**config.mk**
```make
export PLATFORM = sky130hd
export DESIGN_NAME = inst_mem_loader
export DESIGN_NICKNAME = d
export VERILOG_FILES = /design/src/rtl/inst_mem_loader.sv
export SDC_FILE = /design/constraint.sdc
export NUM_CORES = 1
export LEC_CHECK = 0
export ABC_AREA = 1
export CAP_MARGIN = 5
export CORE_MARGIN = 8
export CORE_UTILIZATION = 55
export CTS_BUF_LIST = sky130_fd_sc_hd__clkbuf_8
export CTS_CLUSTER_SIZE = 24
export DETAILED_ROUTE_END_ITERATION = 8
export GPL_TIMING_DRIVEN = 0
export PLACE_DENSITY = 0.92
export SLEW_MARGIN = 5
export SYNTH_ARGS = -nofsm -noshare
export SYNTH_HDL_FRONTEND = slang
export SYNTH_SLANG_ARGS = --single-unit
```
**constraint.sdc**
```tcl
create_clock -name clk -period 2.21 [get_ports clk]
set_input_delay 0.442 -clock clk [delete_from_list [all_inputs] [get_ports clk]]
set_output_delay 0.442 -clock clk [all_outputs]
set_load 0.02 [all_outputs]
```
**src/rtl/inst_mem_loader.sv**
```systemverilog
// Host byte-stream loader for the byte-cell instruction memory.
// Holds the CPU while loading, writes big-endian words and flags illegal opcodes.
module inst_mem_loader #(
  parameter int N             = 32,
  parameter int INST_MEM_SIZE = 1024,
  parameter int MEM_CELL_SIZE = 8,
  parameter int OP_CODE_LEN   = 6,
  parameter int AW            = $clog2(INST_MEM_SIZE)
) (
  input  logic                     clk,
  input  logic                     rst_n,
  input  logic                     start,
  input  logic [AW-1:0]            base_addr,
  input  logic [AW-2:0]            word_count,
  input  logic                     s_valid,
  input  logic [MEM_CELL_SIZE-1:0] s_data,
  output logic                     s_ready,
  output logic                     mem_we,
  output logic [AW-1:0]            mem_addr,
  output logic [MEM_CELL_SIZE-1:0] mem_wdata,
  output logic                     cpu_hold,
  output logic                     busy,
  output logic                     done,
  output logic                     err,
  output logic [AW-2:0]            bad_count,
  output logic [N-1:0]             last_word
);

  // state | meaning
  // IDLE  | waiting for start, CPU free
  // LOAD  | accepting host bytes, one cell write per byte
  // CHECK | word complete: capture it and check the opcode
  // DONE  | one-cycle completion pulse
  typedef enum logic [1:0] {IDLE, LOAD, CHECK, DONE} state_t;

  localparam logic [AW+1:0] MEM_LIMIT = (AW+2)'(INST_MEM_SIZE);

  state_t                   state_q, state_d;
  logic [AW-1:0]            addr_q;
  logic [AW-2:0]            cnt_q;
  logic [AW-2:0]            word_cnt_q;
  logic [1:0]               byte_idx_q;
  logic [N-1:0]             word_q;
  logic                     mem_we_q;
  logic [AW-1:0]            mem_addr_q;
  logic [MEM_CELL_SIZE-1:0] mem_wdata_q;
  logic                     err_q;
  logic [AW-2:0]            bad_count_q;
  logic [N-1:0]             last_word_q;

  logic [AW-1:0] base_al;
  logic [AW+1:0] end_addr;
  logic          count_zero;
  logic          bounds_bad;
  logic          last_byte;

  function automatic logic op_legal(input logic [OP_CODE_LEN-1:0] op);
    case (op)
      6'b000000, 6'b000001, 6'b000011, 6'b000101, 6'b000110, 6'b000111,
      6'b001000, 6'b001001, 6'b001010, 6'b001011, 6'b001100,
      6'b100000, 6'b100001, 6'b100100, 6'b100101,
      6'b101000, 6'b101001, 6'b101010: op_legal = 1'b1;
      default:                         op_legal = 1'b0;
    endcase
  endfunction

  // Range check is done one bit wider than the address so it cannot wrap.
  assign base_al    = {base_addr[AW-1:2], 2'b00};
  assign end_addr   = {2'b00, base_al} + {1'b0, word_count, 2'b00};
  assign count_zero = (word_count == '0);
  assign bounds_bad = !count_zero && (end_addr > MEM_LIMIT);
  assign last_byte  = s_valid && (byte_idx_q == 2'd3);

  always_ff @(posedge clk or negedge rst_n) begin
    if (!rst_n) state_q <= IDLE;
    else        state_q <= state_d;
  end

  always_comb begin
    state_d = state_q;
    case (state_q)
      IDLE: begin
        if (start) begin
          if (count_zero || bounds_bad) state_d = DONE;
          else                          state_d = LOAD;
        end
      end
      LOAD:    if (last_byte) state_d = CHECK;
      CHECK:   state_d = (word_cnt_q == cnt_q) ? DONE : LOAD;
      DONE:    state_d = IDLE;
      default: state_d = IDLE;
    endcase
  end

  always_ff @(posedge clk or negedge rst_n) begin
    if (!rst_n) begin
      addr_q      <= '0;
      cnt_q       <= '0;
      word_cnt_q  <= '0;
      byte_idx_q  <= '0;
      word_q      <= '0;
      mem_we_q    <= 1'b0;
      mem_addr_q  <= '0;
      mem_wdata_q <= '0;
      err_q       <= 1'b0;
      bad_count_q <= '0;
      last_word_q <= '0;
    end else begin
      mem_we_q <= 1'b0;
      case (state_q)
        IDLE: begin
          if (start) begin
            addr_q      <= base_al;
            cnt_q       <= word_count;
            word_cnt_q  <= '0;
            byte_idx_q  <= '0;
            bad_count_q <= '0;
            err_q       <= bounds_bad;
          end
        end
        LOAD: begin
          if (s_valid) begin
            mem_we_q    <= 1'b1;
            mem_addr_q  <= addr_q;
            mem_wdata_q <= s_data;
            addr_q      <= addr_q + AW'(1);
            word_q      <= {word_q[N-MEM_CELL_SIZE-1:0], s_data};
            byte_idx_q  <= byte_idx_q + 2'd1;
            if (byte_idx_q == 2'd3) word_cnt_q <= word_cnt_q + (AW-1)'(1);
          end
        end
        CHECK: begin
          last_word_q <= word_q;
          if (!op_legal(word_q[N-1 -: OP_CODE_LEN])) begin
            err_q <= 1'b1;
            if (bad_count_q != '1) bad_count_q <= bad_count_q + (AW-1)'(1);
          end
        end
        default: ;
      endcase
    end
  end

  assign s_ready   = (state_q == LOAD);
  assign busy      = (state_q != IDLE);
  assign cpu_hold  = (state_q != IDLE);
  assign done      = (state_q == DONE);
  assign mem_we    = mem_we_q;
  assign mem_addr  = mem_addr_q;
  assign mem_wdata = mem_wdata_q;
  assign err       = err_q;
  assign bad_count = bad_count_q;
  assign last_word = last_word_q;

endmodule

```
==> reports/qor.yml <==
ys_ff_latch: 117
cp.required_ps: 2530
finalCritPeriodShare_pct: 98.05
cp_max_fo: 5
cts.sinks: 117
nets: 817
grt_first_pass_wirelength_um: 25170
slew_headroom_pct: 63.24
min_path_type: "in2reg"
drive_gt1_share_pct: 10.59
drt_iter0_drc: 489
wl_per_cell_um: 16.69
postSynthAreaPerCell_um2: 8.461
die_h_um: 116.5
setup_ws_ps: 43.01
synth_ff_type: "dfrtp_1"
die_area_mm2: 0.01356
clk_path_buf_depth: 2
clkLatencyLatePin_ps: 440
first_pass_iters: 8
syn_inst: 656
rr_worst_depth: 11
initial_core_util_pct: 56.78
syn_nets: 701
whs_ps: 425.3
io-pin-count: 96
synth_area_mm2: 0.005550
area_growth_pct: 28.18
fp.dieW_um: 116.5
multiInputGateArea_mm2: 0.002138
rows: 36
critPathLaunchType: "input port"
worst_pin_slew_ps: 551.5
setup_viol: 0
yosys_warnings: 0
grt_pass1_vias: 5180
rsz0062_at_grt: "no"
holdCritStartpoint: "word_count[1]"
fillers: 673
status: "finished clean"
grt_overflow: 0
synth_compound_area_share_pct: 14.20
ys_async_sr_fraction_pct: 100.0
place.gp.congestion: 0.9194
grt_usage_pct: 23.71
grt_max_degree: 61
slew_viol_final: 0
num_vias: 5106
fin_crit_ps: 2167
antenna_found_initial: 0
peakVddDrop_uv: 640.3
hold_violations: 0
cap_violations: 0
min_to: "cnt_q[1]"
critPathArrivalTime_ps: 2490
drc: 0
antenna_left: 0
cts_tree: "built"
routed_via_density: 5.568
fin_skew_ps: 12.73
crit_type: "in2reg"
core_mm2: 0.009774
yosys.area_share.xor_xnor_pct: 1.894
r2r_slack_ps: 220
clk_pin_slew_ps: 70
regArea_mm2: 0.002929
port_buffers: 93
dp_hpwl_um: 10580
r2r-end: "word_cnt_q[7]"
fmax_mhz: 461.5
power.density_mw_per_mm2: 1343
yosys-mux-area-fraction_pct: 0
synth_enable_flop_cells: 0
htree_levels: 4
r2r_start: "state_q[1]"
synth_top_family_by_area: "simple AND/OR/NAND/NOR gates"
n_antenna_cell: 0
route.final.wire_length_um: 15300
yosysUniqueCellTypes: 37
pre_cts_slack_ps: -516.4
synth_seq_area_share_pct: 52.75
p_leak_nw: 3.378
cts_buffers: 17
yosys.area_share.adder_pct: 3.291
yosys.area_share.simple_pct: 18.82
end_kind: "register"
root_buffer: "clkbuf_8"
hold_path_depth: 3
[metrics by stage]
step,setup TNS (ps),cell area [um^2],util [%],instances,power (mW)
final,0,7114,72.79,917,9.554
after floorplan,0,5550,-,656,5.749
after global routing,0,7114,72.79,917,10.12
after global placement,-416400,6648,68.01,882,7.257
after detailed placement,-1074,6676,68.31,883,7.446
after CTS,0,7093,72.57,916,9.475
[Yosys cell counts (4+ instances only)]
library cell / n / area (um^2)
buf_4: 10 / 75.07
inv_1: 86 / 322.8
nor2_2: 4 / 25.02
a21oi_1: 21 / 105.1
buf_2: 8 / 40.04
o22ai_1: 5 / 31.28
or2_2: 5 / 31.28
clkbuf_1: 12 / 45.04
dfrtp_1: 117 / 2928
xor2_1: 9 / 78.83
nor2_1: 26 / 97.59
nand2_1: 166 / 623.1
ha_1: 13 / 162.7
o21ai_0: 109 / 545.5
nand3_1: 25 / 125.1
nor3_1: 6 / 30.03
[placed cells by master (no fill, tap or decap), types with 5 or more instances in the layout]
cell type        count
inv_1               84
o22ai_1              5
buf_2                8
xor2_1               9
buf_4               12
a21oi_1             21
nor2_1              26
nor3_1               6
clkbuf_1            12
nand2_1            164
dfrtp_1            116
o21ai_0            109
ha_1                12
clkbuf_8            17
nand3_1             24
clkdlybuf4s50_1     85
or2_2                5
[final cells by class]
cell class	instances	area share, %
plain buffers	31	2.550
clock buffers	17	3.289
clock inverters	14	2.128
inverters	88	4.696
multi-input cells	420	30.06
flip-flops and latches	117	41.17
well taps	133	2.339
repair buffers	97	13.77
[timing repair]
item                                    4_1_cts  5_1_grt
hold buffers                                  1        0
hold endpoints to repair                     17        0
pin swaps                                     0        1
gates resized for setup                      13        8
setup buffers                                 1        1
endpoints found under the setup margin        5        5
[where the power goes]
group	internal [mW]	switching (mW)	leakage (nW)	total, mW
clock	1.00	0.925	0.193	1.93
combinational	1.64	2.44	1.68	4.08
sequential	2.95	0.588	1.50	3.54
total	5.60	3.95	3.38	9.55
[cells by family (layout without fill, tap and decap cells)]
| group | count (synthesis) | in the layout |
|---|---|---|
| AND/OR/NAND/NOR | 245 | 245 |
| AO/OA/AOI/OAI | 149 | 149 |
| flip-flops | 117 | 117 |
| adder cells (fa/ha/maj) | 14 | 14 |
| XOR/XNOR | 12 | 12 |
| buffers and inverters | 119 | 247 |
[how the worst max path moves through the flow]
stage | from | endpoint | slack (ps) | cells past startpoint
final | word_count[6] | state_q[1] | 40 | 10
after floorplan | base_addr[2] | state_q[1] | 330 | 15
after CTS | state_q[1] | s_ready | 20 | 6
after detailed placement | word_count[0] | state_q[1] | -520 | 16
after global placement | rst_n | last_word[21] | -3560 | 1
after global routing | word_count[5] | state_q[1] | 8 | 10
[flip-flops by register name, indices dropped and copies added, names as in the netlist]
signal,count
last_word,32
word_q,32
addr_q,10
mem_addr,10
bad_count,9
cnt_q,9
word_cnt_q,9
byte_idx_q,2
state_q,2
err,1
mem_we,1
[per-layer routing]
layer | routed length [um] | track usage, %
met3 | 1188 | 5.998
met5 | 0 | 0
met2 | 7872 | 40.83
met1 | 5771 | 28.01
met4 | 469 | 8.902
[critical path: stages]
cell	delay, ps
clkdlybuf4s50_1	550
ha_1	310
nand2_1	120
inv_1	60
a21oi_1	270
a21oi_1	110
o21ai_0	330
nand3_2	150
nand2_1	90
a21oi_1	60
(Power assumes the default switching activity.)
